## src/rtl/fetch_queue_if.sv

```systemverilog
// Fetch-stage bus: instruction-memory request/response, redirect, and decode handshake.
interface fetch_queue_if;
  logic        imem_req;
  logic [31:0] imem_addr;
  logic        imem_gnt;
  logic        imem_rvalid;
  logic [31:0] imem_rdata;
  logic        redirect;
  logic [31:0] redirect_pc;
  logic [31:0] instr;
  logic [31:0] pc_out;
  logic        instr_valid;
  logic        decode_ready;

  modport master (
    output imem_req, imem_addr, instr, pc_out, instr_valid,
    input  imem_gnt, imem_rvalid, imem_rdata, redirect, redirect_pc, decode_ready
  );

  modport slave (
    input  imem_req, imem_addr, instr, pc_out, instr_valid,
    output imem_gnt, imem_rvalid, imem_rdata, redirect, redirect_pc, decode_ready
  );
endinterface

```

## src/rtl/fetch_queue.sv

```systemverilog
// Instruction fetch queue: owns the fetch PC, issues in-order imem requests, buffers words for decode.
// Optional FETCH_HALT_EN: stop fetching once an opcode-000000 word is consumed, until the next redirect.
module fetch_queue #(
  parameter logic [31:0] RESET_PC  = 32'h0000_0000,
  parameter int unsigned DEPTH     = 4,
  parameter logic [31:0] NOP_INSTR = 32'h0800_0000
) (
  input  logic                    clk,
  input  logic                    rst,
  fetch_queue_if.master           bus,
  output logic [$clog2(DEPTH):0]  outstanding
);
  localparam int unsigned PW = $clog2(DEPTH);
  localparam int unsigned CW = PW + 1;

  typedef struct packed {
    logic [31:0] instr;
    logic [31:0] pc;
  } entry_t;

  entry_t        q_mem [DEPTH];
  logic [31:0]   s_mem [DEPTH];
  logic [31:0]   fetch_pc, fetch_pc_nxt;
  logic [PW-1:0] q_rd, q_rd_nxt, q_wr, q_wr_nxt;
  logic [PW-1:0] s_rd, s_rd_nxt, s_wr, s_wr_nxt;
  logic [CW-1:0] q_cnt, q_cnt_nxt, out_nxt, drop_cnt, drop_nxt;
  logic          req_nxt, valid_nxt;
  logic [31:0]   instr_nxt, pc_out_nxt;
  logic          grant, pop, push, halted_nxt;
  entry_t        push_entry, head_nxt;
  logic          unused_pc_lsb;

  assign grant         = bus.imem_req & bus.imem_gnt;
  assign pop           = bus.instr_valid & bus.decode_ready;
  // Responses to requests issued before a redirect are discarded until drop_cnt drains.
  assign push          = bus.imem_rvalid & ~bus.redirect & (drop_cnt == '0);
  assign push_entry    = '{instr: bus.imem_rdata, pc: s_mem[s_rd]};
  assign bus.imem_addr = fetch_pc;
  assign unused_pc_lsb = ^bus.redirect_pc[1:0];

`ifdef FETCH_HALT_EN
  logic halted;

  always_comb begin
    halted_nxt = halted;
    if (bus.redirect) halted_nxt = 1'b0;
    else if (pop && (bus.instr[31:26] == 6'b000000)) halted_nxt = 1'b1;
  end

  always_ff @(posedge clk or negedge rst) begin
    if (!rst) halted <= 1'b0;
    else      halted <= halted_nxt;
  end
`else
  assign halted_nxt = 1'b0;
`endif

  // Next-state for PC, queue, shadow PC FIFO and credit counters; outputs precomputed from it.
  always_comb begin
    fetch_pc_nxt = fetch_pc;
    q_rd_nxt     = q_rd;
    q_wr_nxt     = q_wr;
    s_rd_nxt     = s_rd;
    s_wr_nxt     = s_wr;
    drop_nxt     = drop_cnt;
    out_nxt      = outstanding + CW'(grant) - CW'(bus.imem_rvalid);
    q_cnt_nxt    = q_cnt + CW'(push) - CW'(pop);

    if (grant) begin
      fetch_pc_nxt = fetch_pc + 32'd4;
      s_wr_nxt     = s_wr + PW'(1);
    end
    if (push) begin
      q_wr_nxt = q_wr + PW'(1);
      s_rd_nxt = s_rd + PW'(1);
    end
    if (pop) q_rd_nxt = q_rd + PW'(1);
    if (bus.imem_rvalid && (drop_cnt != '0)) drop_nxt = drop_cnt - CW'(1);

    // Everything still in flight after this cycle becomes stale.
    if (bus.redirect) begin
      fetch_pc_nxt = {bus.redirect_pc[31:2], 2'b00};
      q_rd_nxt     = '0;
      q_wr_nxt     = '0;
      q_cnt_nxt    = '0;
      s_rd_nxt     = '0;
      s_wr_nxt     = '0;
      drop_nxt     = out_nxt;
    end

    head_nxt = q_mem[q_rd_nxt];
    if (push && (q_wr == q_rd_nxt)) head_nxt = push_entry;
    valid_nxt  = (q_cnt_nxt != '0);
    instr_nxt  = valid_nxt ? head_nxt.instr : NOP_INSTR;
    pc_out_nxt = valid_nxt ? head_nxt.pc : 32'h0;
    req_nxt    = (((CW+1)'(q_cnt_nxt) + (CW+1)'(out_nxt)) < (CW+1)'(DEPTH)) && !halted_nxt;
  end

  always_ff @(posedge clk) begin
    if (push) q_mem[q_wr] <= push_entry;
    if (grant && !bus.redirect) s_mem[s_wr] <= fetch_pc;
  end

  always_ff @(posedge clk or negedge rst) begin
    if (!rst) begin
      fetch_pc        <= RESET_PC;
      q_rd            <= '0;
      q_wr            <= '0;
      q_cnt           <= '0;
      s_rd            <= '0;
      s_wr            <= '0;
      outstanding     <= '0;
      drop_cnt        <= '0;
      bus.imem_req    <= 1'b0;
      bus.instr_valid <= 1'b0;
      bus.instr       <= NOP_INSTR;
      bus.pc_out      <= 32'h0;
    end else begin
      fetch_pc        <= fetch_pc_nxt;
      q_rd            <= q_rd_nxt;
      q_wr            <= q_wr_nxt;
      q_cnt           <= q_cnt_nxt;
      s_rd            <= s_rd_nxt;
      s_wr            <= s_wr_nxt;
      outstanding     <= out_nxt;
      drop_cnt        <= drop_nxt;
      bus.imem_req    <= req_nxt;
      bus.instr_valid <= valid_nxt;
      bus.instr       <= instr_nxt;
      bus.pc_out      <= pc_out_nxt;
    end
  end
endmodule
```

## src/flat_wrapper.sv

```systemverilog
// flat-port wrapper written by rule: the top's interface ports become plain ports
module fetch_queue_flat 
#(
  parameter logic [31:0] RESET_PC  = 32'h0000_0000,
  parameter int unsigned DEPTH     = 4,
  parameter logic [31:0] NOP_INSTR = 32'h0800_0000
)
  (clk, rst, outstanding, bus_imem_req, bus_imem_addr, bus_instr, bus_pc_out, bus_instr_valid, bus_imem_gnt, bus_imem_rvalid, bus_imem_rdata, bus_redirect, bus_redirect_pc, bus_decode_ready);
  fetch_queue_if bus_i ();
  input  logic clk;
  input  logic rst;
  output logic [$clog2(DEPTH):0] outstanding;
  output wire logic [$bits(bus_i.imem_req)-1:0] bus_imem_req;
  output wire logic [$bits(bus_i.imem_addr)-1:0] bus_imem_addr;
  output wire logic [$bits(bus_i.instr)-1:0] bus_instr;
  output wire logic [$bits(bus_i.pc_out)-1:0] bus_pc_out;
  output wire logic [$bits(bus_i.instr_valid)-1:0] bus_instr_valid;
  input wire logic [$bits(bus_i.imem_gnt)-1:0] bus_imem_gnt;
  input wire logic [$bits(bus_i.imem_rvalid)-1:0] bus_imem_rvalid;
  input wire logic [$bits(bus_i.imem_rdata)-1:0] bus_imem_rdata;
  input wire logic [$bits(bus_i.redirect)-1:0] bus_redirect;
  input wire logic [$bits(bus_i.redirect_pc)-1:0] bus_redirect_pc;
  input wire logic [$bits(bus_i.decode_ready)-1:0] bus_decode_ready;
  assign bus_imem_req = bus_i.imem_req;
  assign bus_imem_addr = bus_i.imem_addr;
  assign bus_instr = bus_i.instr;
  assign bus_pc_out = bus_i.pc_out;
  assign bus_instr_valid = bus_i.instr_valid;
  assign bus_i.imem_gnt = bus_imem_gnt;
  assign bus_i.imem_rvalid = bus_imem_rvalid;
  assign bus_i.imem_rdata = bus_imem_rdata;
  assign bus_i.redirect = bus_redirect;
  assign bus_i.redirect_pc = bus_redirect_pc;
  assign bus_i.decode_ready = bus_decode_ready;
  fetch_queue #(.RESET_PC(RESET_PC), .DEPTH(DEPTH), .NOP_INSTR(NOP_INSTR)) u_core (.clk(clk), .rst(rst), .bus(bus_i), .outstanding(outstanding));
endmodule
```

## config.mk

```make
export PLATFORM = sky130hd
export DESIGN_NAME = fetch_queue_flat
export DESIGN_NICKNAME = d
export VERILOG_FILES = /design/src/rtl/fetch_queue_if.sv /design/src/rtl/fetch_queue.sv /design/src/flat_wrapper.sv
export SDC_FILE = /design/constraint.sdc
export NUM_CORES = 1
export LEC_CHECK = 0
export BUFFER_PORTS_ARGS = -buffer_cell sky130_fd_sc_hd__buf_4
export CORE_MARGIN = 2
export CORE_UTILIZATION = 55
export DETAILED_ROUTE_END_ITERATION = 8
export PLACE_DENSITY = 0.75
export SETUP_SLACK_MARGIN = 0.05
export SYNTH_ARGS = -nofsm -noshare
export SYNTH_HDL_FRONTEND = slang
export SYNTH_SLANG_ARGS = --single-unit
```

## constraint.sdc

```tcl
create_clock -name clk -period 3.55 [get_ports clk]
set_clock_uncertainty 0.05 [all_clocks]
set_input_delay 0.5325 -clock clk [delete_from_list [all_inputs] [get_ports clk]]
set_output_delay 0.5325 -clock clk [all_outputs]
set_load 0.01 [all_outputs]
```

# --- After elaboration in Yosys (flattened, before gate mapping) ---
# Memories as Yosys holds them, arrays and structs flattened.
# Cells that the tools add are included.
word_totals:
  regBits: 115
  mem_bits_rw: 384
  input_bits: 70
  elab_cells: 62
  n_memories: 2
memory_table:
  columns: ["name", "words", "word_bits", "rd", "rd_clocked_by_memory_dff", "write_ports", "line", "text"]
  rows:
  - ["u_core.q_mem", 4, 64, 1, 0, 1, "fetch_queue.sv:21", "entry_t q_mem [DEPTH];"]
  - ["u_core.s_mem", 4, 32, 1, 0, 1, "fetch_queue.sv:22", "logic [31:0] s_mem [DEPTH];"]
op_classes:
  add_sub_neg: 11
  n_lt_le_gt_ge: 1
  n_eq_ne: 1
  muxes: 20
  bitwise_logic: 5
  n_reduce_logical: 10
ops:
  columns: ["op", "count"]
  rows:
  - ["$mux W32", 4]
  - ["$mux W64", 1]
  - ["$add A32 B3 Y32 const B", 1]
  - ["$mux W2", 8]
  - ["$mux W3", 3]
  - ["$add A2 B1 Y2 const B", 4]
  - ["$add A3 B1 Y3", 2]
  - ["$reduce_bool A2 Y1", 3]
  - ["$reduce_bool A3 Y1", 2]
  - ["$sub A3 B1 Y3", 2]
  - ["$add A3 B3 Y4", 1]
  - ["$and A1 B1 Y1", 4]
  - ["$lt A4 B3 Y1 const B", 1]
  - ["$mux W1", 4]
  - ["$logic_and A1 B1 Y1", 3]
  - ["$logic_not A3 Y1", 1]
  - ["$sub A3 B1 Y3 const B", 1]
  - ["$eq A2 B2 Y1", 1]
  - ["$logic_not A1 Y1", 1]
  - ["$not A1 Y1", 1]

# --- Depth between registers and ports, before layout ---
# Gate-level depths: netlist of the first run.
depth:
  word_depth: 8
  ltp_mapped: 12
  depth_no_buf: 12

# --- Worst setup path after synthesis of the first run ---
# Ideal clock, no wire load.
synth_timing:
  path_type: "reg-to-reg"
  startpoint: "reg u_core.drop_cnt[0]"
  endpoint: "mem u_core.q_mem[0][10] in the netlist's numbering (enable)"
  setup_time_ns: 0.427
  t_arrival_ns: 2.520
  t_required_ns: 3.073
  path_slack_ns: 0.553
  stages_incl_launch_ff: 6
  synth_period_minus_slack_ns: 2.997
  cell_sequence: "dfrtp_1 -> inv_1 -> ha_1 -> nand3b_1 -> nor2_2 -> and2_1"
synth_between:
  elab_chain_cells: 4
synth_lines:
  columns: ["element", "line", "text"]
  rows:
  - ["start: declaration", "fetch_queue.sv:26", "logic [CW-1:0] q_cnt, q_cnt_nxt, out_nxt, drop_cnt, drop_nxt;"]
  - ["start signal: assignment", "fetch_queue.sv:126", "drop_cnt <= drop_nxt;"]
  - ["$logic_not A3 Y1", "fetch_queue.sv:36", "assign push = bus.imem_rvalid & ~bus.redirect & (drop_cnt == '0);"]
  - ["$and A1 B1 Y1", "fetch_queue.sv:36", null]
  - ["$mux W1", "fetch_queue.sv:100", "if (push) q_mem[q_wr] <= push_entry;"]
  - ["$mux W1 (implied by the code)", "fetch_queue.sv:100", null]
  - ["end: declaration", "fetch_queue.sv:21", null]
# Every way passes these cells.

# --- Worst setup path after layout of the first run ---
layout_timing:
  startpoint: "reg u_core.drop_cnt[0]"
  endpoint: "reg u_core.bus.imem_req"
layout_between:
  elab_chain_cells: 7
layout_lines:
  columns: ["element", "line", "text"]
  rows:
  - ["$logic_not A3 Y1", "fetch_queue.sv:36", null]
  - ["$and A1 B1 Y1", "fetch_queue.sv:36", null]
  - ["$add A3 B1 Y3", "fetch_queue.sv:67", "q_cnt_nxt = q_cnt + CW'(push) - CW'(pop);"]
  - ["$sub A3 B1 Y3", "fetch_queue.sv:67", null]
  - ["$mux W3", "fetch_queue.sv:81", "if (bus.redirect) begin"]
  - ["named net u_core.q_cnt_nxt[2]", "fetch_queue.sv:26", null]
  - ["$add A3 B3 Y4", "fetch_queue.sv:96", "req_nxt = (((CW+1)'(q_cnt_nxt) + (CW+1)'(out_nxt)) < (CW+1)'(DEPTH)) && !halted_nxt;"]
  - ["$lt A4 B3 Y1", "fetch_queue.sv:96", null]
  - ["named net u_core.req_nxt", "fetch_queue.sv:27", "logic req_nxt, valid_nxt;"]
  - ["end signal: assignment", "fetch_queue.sv:127", "bus.imem_req <= req_nxt;"]
  - ["end: declaration", "fetch_queue_if.sv:16", "output imem_req, imem_addr, instr, pc_out, instr_valid,"]
# The timed path passes the listed nets, and every way through them passes these cells.
# A chain may end at the register's enable or synchronous reset.

==> results, run 1 <==
- Once layout is complete, the utilization of the core stands at 66.3%.
- The later pin in the worst-skew pair is clocked with a latency of 540 ps.
- Buffers inserted to repair hold after CTS numbered 0.
- Using the TritonRoute via totals, the vias-per-cell ratio works out to 5.97.
- The number of design rule violations left after detail routing is 0.
- Along the worst path, the maximum fanout reaches 5.
- The post-synthesis instance total is 1,069.
- The sequential group share of total power is 46.7%.
- The number of antenna violations at the first check in global routing is 0.
- The startpoint class of the critical path is a flip-flop.
- The number of antenna cells inserted is 0.
- The pre-antenna-repair detailed-routing pass consisted of 5 iterations.
- Summing all non-filler instances in the final layout gives an area of 22,300 um^2.
- Summed over all cells, the static leakage comes to 8.10 nW.
- The post-detailed-route count of antenna-violating nets is 0.
- Setup violations remaining at the end of the flow were counted as 0.
- The total number of H-tree levels is 2.
- The most common library cell in the layout ignoring fill and taps is edfxtp_1.
- The die is 189 um wide.
- The worst slack at placement is 465 ps.
- In this run the tightest slew margin relative to its limit is 29.8%.
- For this run the aggregate overflow at the end of global routing stands at 0.
- After detailed placement, the total cell area comes to 20,700 um^2.
- The max-slew violation count is 0.
- The number of core rows is 67.
- Entering global routing, the biggest net connects 69 pins.
- The worst endpoint required time is 3960 ps.
- At the pin with the least slew margin, the transition time is 1050 ps.
- The die outline height is 189 um.
- The I/O pin count is 171.
- The number of sinks on the clock net is 480.
- The global-route total usage across every layer is 22.3%.
- The deepest clock path buffer count is 3.
- For this configuration, the core starts out at a cell density of 55.9%.
- The average instance in the mapped netlist occupies 17.6 um^2.
- In this run, CTS created clock tree buffers numbering 46.
- The design draws 15.1 mW.
- In the layout the commonest cells are edfxtp_1, buf_4, dfrtp_1.
- In this run the tool buffered the top-level ports with 166 buffer cells.
- The switching share of total power is 26.8%.
- The run finished with clean final reports.
- After layout, the worst path uses 86.9% of the clock period.
- The count of warnings emitted by yosys is 0.
- The number of cells in the finished layout apart from fillers is 1,746.
- The end of the worst register-to-register path is u_core.bus.imem_req.
- In this run the power spent charging and discharging nets is 4.03 mW.
- Cells with a size suffix above 1 make up 29.5% of the layout.
- Max-cap violations in this run came to 0.
- The number of global-route vias before repair came to 10,823.
- CTS placed an instance of clkbuf_16 at the clock tree root.
- Wires add up to 39,000 um.
- Clock-pin slew was measured on the worst setup and hold paths at 60 ps.
- The final count of hold timing violations is 0.
- Combinational logic burns 20.4% of the power.
- The top flip-flop cell by instance count after synthesis is edfxtp_1.
- The shortest period the worst path allows is 3090 ps.
- Timing would allow up to 0.324 GHz.
- The share of async-settable or async-resettable flops after synthesis is 23.3%.
- The cell count after placement is 1,660.
- The post-cts repair resize count is 0.
- The total vias in the final route is 10,419.
- After layout, the worst setup slack is 464 ps.
- Once the clock tree was built, the setup fixing pass inserted 0 buffers.
- The worst setup path is captured at a flip-flop.
- The netlist area before placement is 18,800 um^2.
- Counting cells, the worst reg-to-reg path comes to 12.
- In this run the register-to-register setup slack is 460 ps.
- The clock tree from TritonCTS is built.
- Dividing total power by cell area gives a power density of 677 nW/um^2.
- The die covers 35,700 um^2.
- Data arrives at the worst endpoint at 3500 ps.
- By startpoint and endpoint, the worst setup path is classified as reg2reg.
- Summed over all nets, the half-perimeter wirelength after detailed placement is 22,900 um.
- The internal power contribution is 11.0 mW.
- The core area is 33,600 um^2.
- Summing the sequential cell areas from Yosys gives 73.7% of the chip area.
- The first routing iteration left 1,065 violations.
- The number of library cell types mapped by synthesis is 46.
- In this run, synthesis produced a sequential element count of 480.
- In this run the critical register-to-register path is launched from u_core.drop_cnt[0].
- Hold is met by 81.7 ps.
- After routing, the total negative slack on setup checks comes to 0 ps.
- The proportion of power drawn by the clock network is 32.9%.
- After detailed routing, the average wire length per cell comes to 22.3 um.
- In this run the worst hold path is classified as in2async.
- For this run, the post-layout net count is 1,349.
- Counting flops with a built-in enable in the synthesized netlist gives 368.
- Routability-driven placement finished with a final weighted congestion of 0.822.
- The global-route wire length before repair is 61,200 um.
- Setup repair after global routing left no endpoint under its margin.
- The growth of design area from synthesis to finish is 18.5%.
- The peak ir drop on the vdd network is 505 uV.
cells by family after synthesis:
family                     after synthesis  synth area share, %
muxes                                   96                 11.2
AOI/OAI and AO/OA                      162                 4.41
buffers and inverters                   83                 2.21
and+or+nand+nor                        187                 5.05
DFF                                    480                 73.7
adders and majority gates               19                 1.34
other                                    1               0.0200
xor gates and xnor gates                41                 2.01
power groups by stage:
stage | combinational [mW] | sequential, mW | clock (mW)
2_1_floorplan | 1.74 | 7.16 | 0
3_3_place_gp | 2.99 | 7.13 | 0
3_5_place_dp | 3.07 | 7.15 | 0
5_1_grt | 3.36 | 7.08 | 5.27
4_1_cts | 3.11 | 7.04 | 5.05
6_report | 3.08 | 7.03 | 4.96
critical path: stages, from the launching register on:
cell	delay, ps
dfrtp_1	370
inv_1	110
ha_1	190
nand3b_1	250
nor2_2	190
ha_1	170
inv_1	60
fa_1	400
xnor2_1	140
nor2_1	270
ha_1	290
or3_1	370
a31oi_1	160
flip-flops by register name (all words and copies together) (netlist names), 2 cells and up:
register and flops:
u_core.outstanding 3, u_core.q_wr 2, u_core.s_rd 2, u_core.q_rd 2
u_core.bus.instr 32, u_core.bus.imem_addr 30, u_core.drop_cnt 3, u_core.s_wr 2
u_core.bus.pc_out 31, u_core.s_mem 120, u_core.q_cnt 3, u_core.q_mem 248
cell usage after synthesis (all sizes together) (4+ instances only):
| library cell | n | area, um^2 |
|---|---|---|
| and4 | 4 | 35.0 |
| mux4 | 92 | 2070 |
| nor2 | 15 | 58.8 |
| xor2 | 20 | 175 |
| nand4 | 7 | 43.8 |
| ha | 17 | 213 |
| and2 | 6 | 37.5 |
| and3 | 13 | 81.3 |
| buf | 32 | 224 |
| xnor2 | 21 | 203 |
| nand3 | 80 | 400 |
| edfxtp | 368 | 11100 |
| nand2 | 45 | 169 |
| dfrtp | 111 | 2780 |
| clkbuf | 31 | 116 |
| nor3 | 4 | 25.0 |
| nor4 | 4 | 31.3 |
| inv | 20 | 75.1 |
| o21ai | 95 | 479 |
| a21oi | 63 | 315 |
final cells by class:
cell class / instances / area [um^2]
clock buffer: 73 / 1400
clock inverter: 13 / 165
fill: 2274 / 11300
inverter: 20 / 75.1
multi-input combinational: 508 / 4580
sequential: 480 / 13900
tap: 448 / 561
timing repair buffer: 204 / 1640
per-layer routing:
metal	wire (um)	GRT usage, %
met1	16100	31.3
met2	19500	37.2
met3	2580	3.63
met4	765	5.68
met5	0	0
worst max path at each step:
stage	startpoint	end	slack, ps	cells past startpoint
CTS	u_core.drop_cnt[0]	u_core.bus.imem_req	460	12
detailed placement	bus_decode_ready	u_core.bus.imem_req	470	13
global placement	bus_decode_ready	u_core.bus.imem_req	490	13
floorplan	u_core.drop_cnt[0]	u_core.q_mem[0][10]	550	5
finish	u_core.drop_cnt[0]	u_core.bus.imem_req	460	12
global route	u_core.drop_cnt[0]	u_core.bus.imem_req	280	12
Power figures use the tool's default switching activity.
==> run 2, diff against run 1 <==
- CORE_UTILIZATION: 55 -> 59
- PLACE_DENSITY: 0.75 -> 0.79
==> run 2 against run 1 <==
Net effect:
- combinational power hardly changed
- critical path depth stayed put
- fmax is 3.9% lower
- first-iteration DRC count is 5.1% higher
- core utilization is 4.3 points higher
- flip-flop and latch count stayed put
- register-to-register slack worse by 120 ps
- sequential power hardly changed
- power is 1.1% higher
- worst setup slack worse by 120 ps
- die area is 6.6% lower
- non-clock buffer count is 9 lower
- critical endpoint unchanged
- largest power group unchanged
- highest routed layer unchanged
==> results, run 2 (synthesized netlist as in run 1, its figures left out) <==
- The flow ran to the end, and the final reports show no timing, DRC or antenna violations.
- Leaving out fill and tap cells, the most frequent cells in the layout are edfxtp_1, buf_4, dfrtp_1.
- CTS placed an instance of clkbuf_16 at the clock tree root.
- The area growth from synthesis to layout is 18.2%.
- STA puts the critical path data required time at 3960 ps.
- CTS built an H-tree with a depth of 2.
- The count of nets left with antenna violations once routing finished came out at 0.
- After clock tree synthesis, the clock-pin slew on the worst setup and hold paths is 60 ps.
- Setup repair after global routing left no endpoint under its margin.
- The deepest clock path buffer count is 3.
- Dividing the detail-routed wire length by the instance count gives 23.1 um.
- The cell depth of the worst flop-to-flop path is 12.
- At the end of routability-driven placement, the weighted congestion stood at 0.788.
- The switching share of total power is 26.8%.
- The fraction of layout instances using a drive strength above 1 is 28.7%.
- Global routing consumed, over all layers together, 24.1% of the routing resources.
- For this block, the initial DRC count from the detailed router was 1,119.
- The switching power is 4.08 mW.
- Based on the critical path, the design can be clocked at up to 0.311 GHz.
- The shortest period the worst path allows is 3210 ps.
- The internal power contribution is 11.2 mW.
- The length of routed wiring on met1 is 16,100 um.
- The total length of routed wires is 39,100 um.
- The cell type with the highest occurrence count on the critical path is ha_1.
- The total die area is 33,300 um^2.
- Data arrives at the worst endpoint at 3620 ps.
- The effective utilization at floorplan is 59.7%.
- The signal on the critical path passes through inv_1, ha_1, nand3b_1, nor2_4, ha_1, inv_1, fa_1, xnor2_1, nor2_2, ha_1, or3_1, a31oi_1.
- VDD sags by at most 444 uV.
- The number of global-route vias before repair is 10,795.
- The repair_antennas step left the layout with diodes totalling 0.
- The first global-routing pass estimated 61,100 um of wire.
- In this run the critical register-to-register path is captured at u_core.bus.imem_req.
- Global routing finished with a remaining overflow of 0.
- The tool flagged a number of max-cap violations equal to 0.
- The proportion of power drawn by the clock network is 33.6%.
- STA classifies the critical path startpoint as a flip-flop.
- The share of total power dissipated in combinational logic is 20.2%.
- u_core.q_mem holds more flip-flops than any other register.
- Entering global routing, the biggest net connects 74 pins.
- Detailed placement ended at an HPWL of 22,300 um.
- For this design the ratio of total power to cell area is 686 nW/um^2.
- Counting the fill cells in the layout gives 1,906.
- The die outline height is 182 um.
- The number of antenna violations at the first check in global routing is 0.
- The number of design rule violations left after detail routing is 0.
- The final layout contains 1,341 nets.
- Leaving out fill and tap cells, the most frequent cell in the layout is edfxtp_1.
- Port buffering added 166 buffers.
- The number of core rows is 65.
- The met3 wire length is 2600 um.
- The critical path capture point type is a flip-flop.
- In this run the tightest slew margin relative to its limit is 40.3%.
- On the critical path, the stage with the largest delay is an instance of fa_1.
- The CTS buffer count is 47.
- The core area is 31,500 um^2.
- The post-cts repair resize count is 0.
- The largest registers in the layout are u_core.q_mem (248), u_core.s_mem (120), u_core.bus.instr (32).
- The total length of routed met2 wires is 19,400 um.
- The slack of the worst reg-to-reg path is 340 ps.
- The max-slew violation count came to 0.
- Using the TritonRoute via totals, the vias-per-cell ratio works out to 6.15.
- The transition at the pin with the smallest max-transition slack is 896 ps.
- Setup violations remaining at the end of the flow were counted as 0.
- The startpoint identified for the worst register-to-register timing path is u_core.drop_cnt[0].
- The path class of the tightest hold or removal check is in2async.
- The final route contains 10,399 vias.
- The aggregate negative setup slack is 0 ps.
- In this design, the stage delay of the slowest critical-path cell is 420 ps.
- The top layer used by detailed routing is met4.
- In this run the post-CTS setup repair buffer count came out at 0.
- The post-route cell area is 22,200 um^2.
- Of all nets on the critical path, the largest fanout is 7.
- The final count of hold timing violations was 0.
- The standard cell area after detailed placement is 20,600 um^2.
- The number of sinks on the clock net is 480.
- The overall die width is 182 um.
- The count of hold-fix buffers inserted at cts is 0.
- TritonCTS built the clock tree.
- Of the available clock period, the critical path in the final layout requires 90.4%.
- The category of the critical setup timing path is reg2reg.
- The reported leakage power is 8.07 nW.
- The sequential group share of total power is 46.2%.
- The clock reaches the later pin of the worst-skew pair after 540 ps.
- The number of search-and-repair iterations in the first detailed-routing pass is 5.
- In this run the count of I/O pins placed on the die edge is 171.
- The flip-flop count of the largest register, all copies and words added is 248.
## run 2: layout make-up
cell class	instances	area, um^2	area share [%]
clock buffer	71	1340	6.03
clock inverter	16	249	1.12
inverter	20	75.1	0.338
multi-input combinational	508	4580	20.6
sequential	480	13900	62.4
tap	402	503	2.26
timing repair buffer	195	1600	7.21
## run 2: worst max-delay path by stage
stage                  startpoint                   to  slack (ps)  cells past startpoint
2_1_floorplan  u_core.drop_cnt[0]  u_core.q_mem[0][10]         550                      5
3_3_place_gp      bus_imem_rvalid  u_core.bus.imem_req         440                     11
3_5_place_dp      bus_imem_rvalid  u_core.bus.imem_req         290                     11
4_1_cts        u_core.drop_cnt[0]  u_core.bus.imem_req         230                     12
5_1_grt        u_core.drop_cnt[0]  u_core.bus.imem_req         130                     12
6_report       u_core.drop_cnt[0]  u_core.bus.imem_req         340                     12
## run 2: stage by stage
stage	hold WS, ps	instances	setup slack (ps)	util [%]	power (mW)
after CTS	74.7	1692	229	70.5	15.3
after global routing	119	1692	128	70.6	15.8
after global placement	499	1605	436	65.5	10.1
final	47.6	1692	339	70.6	15.2
after floorplan	187	1071	553	-	8.90
after detailed placement	505	1605	288	65.5	10.2
## run 2: metal layers
| metal | GRT usage, % | vias up |
|---|---|---|
| met2 | 39.3 | 440 |
| met5 | 0 | - |
| li1 | - | 4523 |
| met3 | 4.11 | 74 |
| met1 | 33.8 | 5362 |
| met4 | 8.06 | 0 |
## run 2: power by group through the flow
stage          clock network [mW]  logic (mW)  registers (mW)
2_1_floorplan                   0        1.74            7.16
3_3_place_gp                    0        2.95            7.14
3_5_place_dp                    0        3.04            7.15
4_1_cts                      5.18        3.09            7.05
5_1_grt                      5.41        3.34            7.10
6_report                     5.11        3.08            7.04
## run 2: critical path: cells and delay by family, from the launching register on
kind	cells	cell delay (ps)
simple gates	4	1180
fa+ha+maj	4	1080
flops	1	360
xor+xnor	1	170
buf+inv	2	160
compound gates	1	140
